--- src/rtl/pc_ctrl_pkg.sv ---
// Shared definitions for the PC sequencing controller: FSM state encoding,
// redirect-source priority codes and the word-alignment helper.
package pc_ctrl_pkg;

    typedef enum logic [1:0] {
        ST_BOOT     = 2'd0,
        ST_RUN      = 2'd1,
        ST_WAIT_MEM = 2'd2,
        ST_HALT     = 2'd3
    } pc_state_e;

    // Numeric value doubles as priority: a larger code wins arbitration.
    typedef enum logic [1:0] {
        SRC_NONE = 2'd0,
        SRC_JMP  = 2'd1,
        SRC_BR   = 2'd2,
        SRC_TRAP = 2'd3
    } redir_src_e;

    localparam int          CNT_W   = 16;
    localparam logic [15:0] CNT_MAX = 16'hFFFF;

    // Clear the byte-offset bits so every issued PC is word aligned.
    function automatic logic [31:0] align_word(input logic [31:0] addr);
        return {addr[31:2], 2'b00};
    endfunction

endpackage

--- src/rtl/redirect_sel.sv ---
// Redirect arbiter: picks trap > branch > jump among live requests, lets a
// parked (pending) redirect win only when it strictly outranks the live
// winner, and reports the aligned target plus a misalignment flag.
module redirect_sel
    import pc_ctrl_pkg::*;
(
    input  logic        i_trap_req,
    input  logic [31:0] i_trap_vec,
    input  logic        i_br_req,
    input  logic [31:0] i_br_target,
    input  logic        i_jmp_req,
    input  logic [31:0] i_jmp_target,
    input  logic [1:0]  i_pend_src,
    input  logic [31:0] i_pend_target,
    output logic [1:0]  o_src,
    output logic [31:0] o_raw,
    output logic [31:0] o_target,
    output logic        o_misalign
);

    logic [1:0]  w_live_src;
    logic [31:0] w_live_tgt;

    // Fixed-priority pick among live requests, then merge with the pending slot.
    always_comb begin
        w_live_src = SRC_NONE;
        w_live_tgt = '0;
        if (i_trap_req) begin
            w_live_src = SRC_TRAP;
            w_live_tgt = i_trap_vec;
        end else if (i_br_req) begin
            w_live_src = SRC_BR;
            w_live_tgt = i_br_target;
        end else if (i_jmp_req) begin
            w_live_src = SRC_JMP;
            w_live_tgt = i_jmp_target;
        end

        o_src = w_live_src;
        o_raw = w_live_tgt;
        if (i_pend_src > w_live_src) begin
            o_src = i_pend_src;
            o_raw = i_pend_target;
        end
    end

    assign o_target   = align_word(o_raw);
    assign o_misalign = (o_src != SRC_NONE) && (o_raw[1:0] != 2'b00);

endmodule

--- src/rtl/pc_seq_ctrl.sv ---
// PC sequencing controller: boot hold, redirect issue with flush strobes,
// parking of redirects while instruction memory is busy, halt/resume and a
// saturating count of issued redirects.
module pc_seq_ctrl
    import pc_ctrl_pkg::*;
#(
    parameter int BOOT_HOLD = 4
)(
    input  logic        clk,
    input  logic        rst_n,
    input  logic        trap_req,
    input  logic [31:0] trap_vec,
    input  logic        br_req,
    input  logic [31:0] br_target,
    input  logic        jmp_req,
    input  logic [31:0] jmp_target,
    input  logic        hazard_stall,
    input  logic        imem_ready,
    input  logic        halt_req,
    input  logic        resume,
    output logic        j_signal,
    output logic [31:0] jump,
    output logic        stall,
    output logic        flush_if_id,
    output logic        flush_id_ex,
    output logic        halted,
    output logic        align_err,
    output logic [15:0] redirect_cnt
);

    localparam logic [3:0] BOOT_INIT = 4'(BOOT_HOLD);

    pc_state_e   r_state;
    pc_state_e   w_next;
    logic [3:0]  r_boot_cnt;
    logic [1:0]  r_pend_src;
    logic [31:0] r_pend_tgt;
    logic [15:0] r_redir_cnt;

    logic        w_trap_g;
    logic        w_br_g;
    logic        w_jmp_g;
    logic [1:0]  w_sel_src;
    logic [31:0] w_sel_raw;
    logic [31:0] w_sel_target;
    logic        w_sel_misalign;
    logic        w_sel_valid;
    logic        w_issue;
    logic        w_latch;

    // Requests are invisible in BOOT; HALT only listens to traps.
    assign w_trap_g = trap_req && (r_state != ST_BOOT);
    assign w_br_g   = br_req  && ((r_state == ST_RUN) || (r_state == ST_WAIT_MEM));
    assign w_jmp_g  = jmp_req && ((r_state == ST_RUN) || (r_state == ST_WAIT_MEM));

    redirect_sel u_redirect_sel (
        .i_trap_req    (w_trap_g),
        .i_trap_vec    (trap_vec),
        .i_br_req      (w_br_g),
        .i_br_target   (br_target),
        .i_jmp_req     (w_jmp_g),
        .i_jmp_target  (jmp_target),
        .i_pend_src    (r_pend_src),
        .i_pend_target (r_pend_tgt),
        .o_src         (w_sel_src),
        .o_raw         (w_sel_raw),
        .o_target      (w_sel_target),
        .o_misalign    (w_sel_misalign)
    );

    assign w_sel_valid  = (w_sel_src != SRC_NONE);
    assign redirect_cnt = r_redir_cnt;

    // Next-state and output decode; outputs follow inputs in the same cycle.
    always_comb begin
        w_next      = r_state;
        stall       = 1'b1;
        j_signal    = 1'b0;
        jump        = '0;
        flush_if_id = 1'b0;
        flush_id_ex = 1'b0;
        halted      = 1'b0;
        align_err   = 1'b0;
        w_issue     = 1'b0;
        w_latch     = 1'b0;

        case (r_state)
            ST_BOOT: begin
                if (r_boot_cnt <= 4'd1) w_next = ST_RUN;
            end
            ST_RUN: begin
                if (imem_ready) begin
                    if (w_sel_valid) w_issue = 1'b1;
                    else             stall   = hazard_stall;
                    w_next = halt_req ? ST_HALT : ST_RUN;
                end else begin
                    // Memory busy: park the winner and retry from WAIT_MEM.
                    w_latch = w_sel_valid;
                    w_next  = (!w_sel_valid && halt_req) ? ST_HALT : ST_WAIT_MEM;
                end
            end
            ST_WAIT_MEM: begin
                if (imem_ready) begin
                    if (w_sel_valid) w_issue = 1'b1;
                    else             stall   = hazard_stall;
                    w_next = halt_req ? ST_HALT : ST_RUN;
                end else begin
                    w_latch = w_sel_valid;
                end
            end
            ST_HALT: begin
                halted = 1'b1;
                if (w_sel_valid && imem_ready) begin
                    w_issue = 1'b1;
                    w_next  = ST_RUN;
                end else if (resume && !trap_req) begin
                    // A trap still waiting for memory keeps us here.
                    w_next = ST_RUN;
                end
            end
            default: w_next = ST_BOOT;
        endcase

        if (w_issue) begin
            j_signal    = 1'b1;
            jump        = w_sel_target;
            stall       = 1'b0;
            flush_if_id = 1'b1;
            flush_id_ex = (w_sel_src == SRC_TRAP) || (w_sel_src == SRC_BR);
            align_err   = w_sel_misalign;
        end
    end

    // State, boot counter, pending slot and redirect counter.
    always_ff @(posedge clk or negedge rst_n) begin
        if (!rst_n) begin
            r_state     <= ST_BOOT;
            r_boot_cnt  <= BOOT_INIT;
            r_pend_src  <= SRC_NONE;
            r_pend_tgt  <= '0;
            r_redir_cnt <= '0;
        end else begin
            r_state <= w_next;
            if ((r_state == ST_BOOT) && (r_boot_cnt > 4'd1))
                r_boot_cnt <= r_boot_cnt - 4'd1;
            if (w_issue) begin
                r_pend_src <= SRC_NONE;
                r_pend_tgt <= '0;
            end else if (w_latch) begin
                r_pend_src <= w_sel_src;
                r_pend_tgt <= w_sel_raw;
            end
            if (w_issue && (r_redir_cnt != CNT_MAX))
                r_redir_cnt <= r_redir_cnt + 16'd1;
        end
    end

endmodule

--- config.mk ---
export PLATFORM = sky130hd
export DESIGN_NAME = pc_seq_ctrl
export DESIGN_NICKNAME = d
export VERILOG_FILES = /design/src/rtl/pc_ctrl_pkg.sv /design/src/rtl/redirect_sel.sv /design/src/rtl/pc_seq_ctrl.sv
export SDC_FILE = /design/constraint.sdc
export NUM_CORES = 1
export LEC_CHECK = 0
export CAP_MARGIN = 0
export CORE_UTILIZATION = 47
export CTS_CLUSTER_DIAMETER = 30
export DETAILED_ROUTE_END_ITERATION = 8
export MAX_ROUTING_LAYER = met4
export PLACE_DENSITY = 0.86
export SETUP_SLACK_MARGIN = 0.05
export SYNTH_ARGS = -nofsm -noshare
export SYNTH_HDL_FRONTEND = slang
export SYNTH_SLANG_ARGS = --single-unit
--- constraint.sdc ---
create_clock -name clk -period 6.35 [get_ports clk]
set_input_delay 1.5875 -clock clk [delete_from_list [all_inputs] [get_ports clk]]
set_output_delay 1.5875 -clock clk [all_outputs]
set_load 0.005 [all_outputs]
-- Word-level counts from Yosys, hierarchy flattened
Index checks and enable logic that the tools add are counted.
- add/subtract/negate cells: 2
- order comparisons: 3
- eq/ne operators: 9
- multiplexer cells: 35
- reductions and logical operators: 20
- operators by type and width (operator ; count):
    two-way mux 32 bit ; 7
    two-way mux 2 bit ; 11
    adder 16 x 1 -> 16 bit (second input constant) ; 1
    inequality test 16 bit (second input constant) ; 1
    two-way mux 1 bit ; 15
    logical AND 1 bit ; 9
    == test 2 bit (second input constant) ; 4
    one-hot mux 2 bit (4 select lines) ; 1
    nonzero test 2 bit ; 4
    > comparator 4 x 1 -> 1 bit (second input constant) ; 1
    <= comparator 4 x 1 -> 1 bit (second input constant) ; 1
    inequality test 2 bit (second input constant) ; 2
    subtractor 4 x 1 -> 4 bit (second input constant) ; 1
    inequality test 3 bit (second input constant) ; 1
    AND reduction 3 bit ; 1
    == test 2 x 1 -> 1 bit (second input constant) ; 1
    > comparator 2 bit ; 1
    logical NOT 1 bit ; 2
    logical NOT 2 bit ; 1
    logical OR 1 bit ; 2
    one-hot mux 1 bit (2 select lines) ; 1
    OR reduction 2 bit ; 1
- register bits: 56
- bits of input ports: 105
- output and inout port bits: 54
- word-level logic and storage cells: 74

-- Depth between registers and ports, before layout
Gate-level depths: netlist (run 1).
- depth after elaboration: 14
- depth in mapped cells: 16
- gate-level depth less buffers: 11

-- By module
A second synthesis (run 1) with hierarchy kept.
- cell total of the unflattened synthesis: 506
- area total of the unflattened synthesis: 4250.3 sq um
- modules (own cells, without submodules) (module ; instances ; cells an instance ; area each (sq um) ; sequential area each (sq um)):
    pc_seq_ctrl ; 1 ; 310 ; 2877.8 ; 1402.6
    redirect_sel ; 1 ; 196 ; 1372.6 ; 0.0

-- Worst setup path after synthesis (run 1)
Ideal clock, no wire load.
- kind: input to output
- from: input trap_req
- to: output j_signal
- data arrival time: 3.766 ns
- path slack: 0.996 ns
- cell stages on the path: 13
- path through: nor2b_1 -> clkbuf_1 -> clkbuf_1 -> nor2_1 -> ha_1 -> nand2b_1 -> and2_1 -> buf_2 -> o2111ai_4 -> inv_2 -> buf_6 -> buf_6 -> buf_4
- cells in the longest elaborated chain, start to end: 9
- ends and longest elaborated chain (item ; line ; RTL):
    from (decl) ; pc_seq_ctrl.sv:11 ; input logic trap_req,
    logical AND 1 bit (*) ; pc_seq_ctrl.sv:52 ; assign w_trap_g = trap_req && (r_state != ST_BOOT);
    two-way mux 2 bit (*) ; redirect_sel.sv:28 ; if (i_trap_req) begin
    > comparator 2 bit ; redirect_sel.sv:41 ; if (i_pend_src > w_live_src) begin
    two-way mux 2 bit (*) ; redirect_sel.sv:41 ;
    nonzero test 2 bit (*) ; pc_seq_ctrl.sv:71 ; assign w_sel_valid = (w_sel_src != SRC_NONE);
    two-way mux 1 bit / logical AND 1 bit (equally long branches) ; pc_seq_ctrl.sv:93, pc_seq_ctrl.sv:104, pc_seq_ctrl.sv:113 ;
    two-way mux 1 bit, on equally long branches ; pc_seq_ctrl.sv:103, pc_seq_ctrl.sv:113 ;
    one-hot mux 1 bit (2 select lines) (*) ; pc_seq_ctrl.sv:87 ; case (r_state)
    two-way mux 1 bit (*) ; - ;
    to (decl) ; pc_seq_ctrl.sv:21 ; output logic j_signal,
Every way passes the cells marked *; elsewhere a longest branch is shown, timed or not.

-- Worst setup path in the final report (run 1)
- from: input br_req
- to: output stall
- cells in the longest elaborated chain, start to end: 10
- ends and longest elaborated chain (item ; line ; RTL):
    from (decl) ; pc_seq_ctrl.sv:13 ; input logic br_req,
    logical AND 1 bit (*) ; pc_seq_ctrl.sv:53 ; assign w_br_g = br_req && ((r_state == ST_RUN) || (r_state == ST_WAIT_MEM));
    two-way mux 2 bit (*) ; redirect_sel.sv:31 ; end else if (i_br_req) begin
    two-way mux 2 bit (*) ; redirect_sel.sv:28 ;
    > comparator 2 bit ; redirect_sel.sv:41 ;
    two-way mux 2 bit (*) ; redirect_sel.sv:41 ;
    nonzero test 2 bit (*) ; pc_seq_ctrl.sv:71 ;
    two-way mux 1 bit / logical AND 1 bit (equally long branches) ; pc_seq_ctrl.sv:93, pc_seq_ctrl.sv:104, pc_seq_ctrl.sv:113 ;
    two-way mux 1 bit, on equally long branches ; pc_seq_ctrl.sv:103, pc_seq_ctrl.sv:92, pc_seq_ctrl.sv:113 ;
    one-hot mux 1 bit (2 select lines) / two-way mux 1 bit (equally long branches) ; - ;
    two-way mux 1 bit (*) ; pc_seq_ctrl.sv:124 ; if (w_issue) begin
    to (decl) ; pc_seq_ctrl.sv:23 ; output logic stall,
Marked as above.

==> impl_metrics.tcl, run 1 <==
set metrics [dict create \
    io_buffer_count 156 \
    fmax_mhz 165 \
    setup_ws_ns 0.305 \
    grt_pass1_wl_microns 18800 \
    stdcell_count 746 \
    synth.distinct_cells 45 \
    chipHeight_microns 93.0 \
    tightest_slew_ns 1.26 \
    gr-total-overflow 0 \
    holdPathEnd "redirect_cnt[6]" \
    worstSetupEndpointType "output port" \
    cts.clk_slew.worst_paths_ns 0.10 \
    netlist_area_sq_um 3890 \
    min_from "redirect_cnt[6]" \
    status "finished clean" \
    cts-root-buf "clkbuf_8" \
    yosys_warnings 0 \
    maxSlewHeadroom_pct 16.3 \
    rsz0062_at_grt "false" \
    synthToLayoutAreaGrowth_pct 43.5 \
    n_fill_cell 614 \
    post_cts_resized 0 \
    final_util_pct 71.1 \
    initial_core_util_pct 49.6 \
    post-route-period-util_pct 95.2 \
    worst_r2r_endpoint "r_pend_tgt[1]" \
    grtUsageTotal_pct 27.6 \
    r2r_cells 10 \
    drt_iter0_markers 297 \
    dp_cells 738 \
    numCtsBuffers 5 \
    critPathMaxFanout 20 \
    worst_setup_path_start_kind "input pin" \
    worstHoldPathType "reg -> reg" \
    drt_pass1_iterations 5 \
    yosysTopAreaCell "dfrtp_1" \
    num_vias 4130 \
    detail-route-antenna-nets 0 \
    arrival_ns 4.46 \
    skew_ns 0.0102 \
    synthArstFlopShare_pct 100 \
    synth_edf_count 0 \
    p_per_area_nw_per_um2 394 \
    hold_depth 1 \
    antenna_cells 0 \
    ctsHoldBuffers 0 \
    leakage_nw 2.25 \
    antenna_found_initial 0 \
    ios 159 \
    finalNetCount 759 \
    core_sq_um 7850 \
    synth_area_per_cell_sq_um 7.61 \
    dp_hpwl_microns 8290 \
    r2r-start "r_state[0]" \
    synth_flop_cell "dfrtp_1" \
    cts_sinks 56 \
    synth_most_common_cell "nand2_1" \
    fin_hold_ws_ns 0.500 \
    wl_per_cell_microns 15.2 \
    synthCells 511 \
    peakVddDrop_uv 301 \
    grt_max_degree 57 \
    worstSetupPathType "in -> out" \
    synth.yosys.seq_area_share_pct 36.1 \
    row_count 32 \
    drc_errors 0 \
    setup_viol 0 \
    place_congestion 0.901 \
    min_period_ns 6.05 \
    synth_area_leaders "dfrtp_1 35%, nand2_1 13%, a221oi_1 7.0%" \
    ctsHtreeMaxLevel 2 \
    drv_slew 0 \
    drive_above_1_share_pct 6.83 \
    dieArea_sq_um 8640 \
    synth_common_cells "139 x nand2_1, 70 x nor2_1, 55 x dfrtp_1, 45 x a21oi_1, 31 x a221oi_1" \
    synth-seq-cells 56 \
    routed_wl_microns 11300 \
    insertion_delay_ns 0.31 \
    cts_setup_buffers 0 \
    clockBufferDepth 2 \
    grt_pass1_vias 3979 \
    die_width_microns 93.0 \
    finalSetupTns_ns 0 \
    post_drt_via_cell_ratio 5.54 \
    dp_slack_ns 0.335 \
    cts_tree "built" \
    synth_top_area_share_pct 35.4 \
    critPathRequiredTime_ns 4.76 \
    drv_cap 0 \
    reg2reg_slack_ns 2.58 \
    finalHoldViolCount 0 \
]
per-layer routing:
metal	track usage [%]	up-vias	wire, microns
met4	6.28	0	73
met5	-	-	0
li1	-	1994	-
met2	45.4	147	5530
met1	34.7	1981	4840
met3	6.67	8	911
cell families after synthesis:
family / count (synthesis) / synth area share [%]
DFF: 56 / 36.1
muxes: 6 / 1.67
buffers and inverters: 53 / 6.47
xor gates and xnor gates: 16 / 3.60
other: 1 / 0.0964
adders and majority gates: 11 / 3.54
AOI/OAI and AO/OA: 113 / 20.5
and+or+nand+nor: 255 / 28.1
power breakdown:
| part | leakage [nW] | internal [W] | switching, W | total (W) |
|---|---|---|---|---|
| clock network | 0.0434 | 0.0000886 | 0.000119 | 0.000208 |
| registers | 0.743 | 0.000445 | 0.0000568 | 0.000502 |
| logic | 1.46 | 0.000624 | 0.000865 | 0.00149 |
sequential cells by signal, summed over array words and instances, names as in the netlist:
register,flops
redirect_cnt,16
r_state,2
r_pend_src,2
r_boot_cnt,4
r_pend_tgt,32
cell usage in the layout, fill, tap and decap left out, types with 4 or more instances in the layout:
cell and n:
mux2_1 4, nand4_1 8, nand2_1 139, buf_4 7, xnor2_1 16, nand2b_1 4
dfrtp_1 55, o21ai_0 7, and2_1 5, inv_1 10, clkbuf_8 6, nand3_1 8
a221oi_1 31, clkdlybuf4s50_1 155, a21oi_1 45, nor2_1 70, ha_1 11, nor3_1 4
and3_1 4, a21oi_2 17
metrics by stage:
step | area (sq um) | power [W]
2_1_floorplan | 3890 | 0.00146
3_3_place_gp | 5480 | 0.00194
3_5_place_dp | 5480 | 0.00199
4_1_cts | 5580 | 0.00220
5_1_grt | 5580 | 0.00238
6_report | 5580 | 0.00220
worst max-delay path by stage:
stage	endpoint	cells past startpoint	startpoint	slack [ns]
after floorplan	j_signal	13	trap_req	1.0
after global placement	stall	11	br_req	0.41
after detailed placement	stall	11	br_req	0.33
after CTS	stall	11	br_req	0.31
after global routing	stall	11	br_req	0.14
final	stall	11	br_req	0.30
worst max-delay path, stage by stage:
cell	delay (ns)
clkdlybuf4s50_1	0.46
and2_1	0.19
nor2_1	0.20
ha_1	0.30
nand2b_1	0.20
and2_1	0.22
buf_4	0.22
o21ai_1	0.28
nor3_1	0.09
o21ai_0	0.18
clkdlybuf4s50_1	0.52
area by class of cell:
type	count	area [sq um]	share of cell area, %
multi-input combinational	403	2240	40.2
timing repair buffer	166	1670	29.9
sequential	56	1400	25.1
tap	102	128	2.29
clock buffer	6	82.6	1.48
inverter	11	41.3	0.740
clock inverter	2	15.0	0.269
Note: power is estimated with default switching activity, not from simulation.
==> run 2: changes to the inputs <==
Settings changed: CAP_MARGIN 0 to 20.
==> impl_metrics.tcl, run 2 (synthesized netlist as in run 1, its figures left out) <==
set metrics [dict create \
    row_count 32 \
    crit_path_cell_trace "clkdlybuf4s50_1 -> and2_1 -> nor2_1 -> ha_1 -> nand2b_1 -> and2_1 -> buf_4 -> o21ai_1 -> nor3_1 -> o21ai_0 -> clkdlybuf4s50_1" \
    core_sq_um 7850 \
    dieArea_sq_um 8640 \
    clockBufferDepth 2 \
    critPathRequiredTime_ns 4.76 \
    numCtsBuffers 5 \
    n_fill_cell 615 \
    wl_per_cell_microns 15.6 \
    chipHeight_microns 93.0 \
    setup_viol 0 \
    grt_max_degree 57 \
    multi_input_area_sq_um 2240 \
    cpMaxStageDelayCell "clkdlybuf4s50_1" \
    antenna_found_initial 0 \
    grt_pass1_wl_microns 18900 \
    cts-root-buf "clkbuf_8" \
    gr-total-overflow 0 \
    ios 159 \
    post_cts_resized 0 \
    drt_pass1_iterations 7 \
    ctsHtreeMaxLevel 2 \
    io_buffer_count 156 \
    critPathMaxFanout 20 \
    tightest_slew_ns 0.714 \
    die_width_microns 93.0 \
    status "finished clean" \
    leakage_nw 2.27 \
    drv_slew 0 \
    fin_hold_ws_ns 0.510 \
    stdcell_count 748 \
    finalSetupTns_ns 0 \
    place_congestion 0.901 \
    dp_hpwl_microns 8440 \
    p_per_area_nw_per_um2 398 \
    drive_above_1_share_pct 7.12 \
    largest_reg_flops 32 \
    cts_tree "built" \
    arrival_ns 4.50 \
    skew_ns 0.00896 \
    final_cell_mix "155 x clkdlybuf4s50_1, 139 x nand2_1, 70 x nor2_1" \
    post-route-period-util_pct 95.8 \
    grt_pass1_vias 4027 \
    insertion_delay_ns 0.31 \
    ctsHoldBuffers 0 \
    num_vias 4154 \
    worstSetupPathType "in -> out" \
    fmax_mhz 164 \
    worst_setup_path_start_kind "input pin" \
    slowest_delay_ns 0.52 \
    finalHoldViolCount 0 \
    largest-register "r_pend_tgt" \
    drv_cap 0 \
    worstSetupEndpointType "output port" \
    initial_core_util_pct 49.6 \
    maxSlewHeadroom_pct 52.0 \
    p_total_w 0.00224 \
    dp_cells 739 \
    cts_setup_buffers 0 \
    layout_commonest_cell "clkdlybuf4s50_1" \
    synthToLayoutAreaGrowth_pct 44.5 \
    grtUsageTotal_pct 27.8 \
    ff_latch_area_sq_um 1400 \
    detail-route-antenna-nets 0 \
    peakVddDrop_uv 298 \
    finalNetCount 761 \
    rsz0062_at_grt "false" \
    worstHoldPathType "reg -> reg" \
    cts_sinks 56 \
    cts.clk_slew.worst_paths_ns 0.10 \
    drt_iter0_markers 212 \
    min_period_ns 6.08 \
    post_drt_via_cell_ratio 5.55 \
    routed_wl_microns 11600 \
    antenna_cells 0 \
    drc_errors 0 \
]
==> run 2: cell count changes in the layout (fill, tap and decap cells not counted) <==
cell	change
buf_16	+1
buf_8	+1
==> run 2: critical path: cells and delay by family <==
kind            cells  cell delay [ns]
buf+inv             3             1.20
compound gates      2             0.48
simple gates        5             0.92
fa+ha+maj           1             0.31
==> run 2: cell type report <==
type,count,area share (%)
clock buffer,6,1.47
timing repair buffer,168,30.4
inverter,11,0.734
sequential,56,24.9
tap,102,2.27
clock inverter,2,0.267
multi-input combinational,403,39.9
==> run 2: layer usage <==
layer / share of wire, % / global-route usage (%)
met4: 0.96 / 6.54
met2: 49 / 45.6
met1: 42 / 34.9
met3: 8.3 / 6.75
met5: 0 / -
==> run 2: worst paths after layout <==
check                                      start                to  slack, ns  cells after the start
min in group asynchronous                  rst_n    r_pend_tgt[24]       1.41                      2
worst max register to register        r_state[0]   redirect_cnt[1]       2.59                     13
max in group asynchronous                  rst_n    r_pend_tgt[31]       4.47                      2
worst min-delay path            redirect_cnt[11]  redirect_cnt[11]       0.51                      1
worst min register to register  redirect_cnt[11]  redirect_cnt[11]       0.51                      1
worst max-delay path                      br_req             stall       0.27                     11
==> run 2: power breakdown <==
group,leakage (nW),internal (W),switching (W)
Sequential,0.743,0.000445,0.0000569
Clock,0.0434,0.0000886,0.000117
Combinational,1.48,0.000652,0.000879
==> run 2: through the flow <==
stage / instance area [sq um] / util [%] / setup WS (ns)
detailed placement: 5510 / 70.2 / 0.318
global route: 5620 / 71.7 / 0.113
global placement: 5480 / 69.9 / 0.411
floorplan: 3890 / - / 0.996
CTS: 5610 / 71.5 / 0.278
finish: 5620 / 71.7 / 0.266
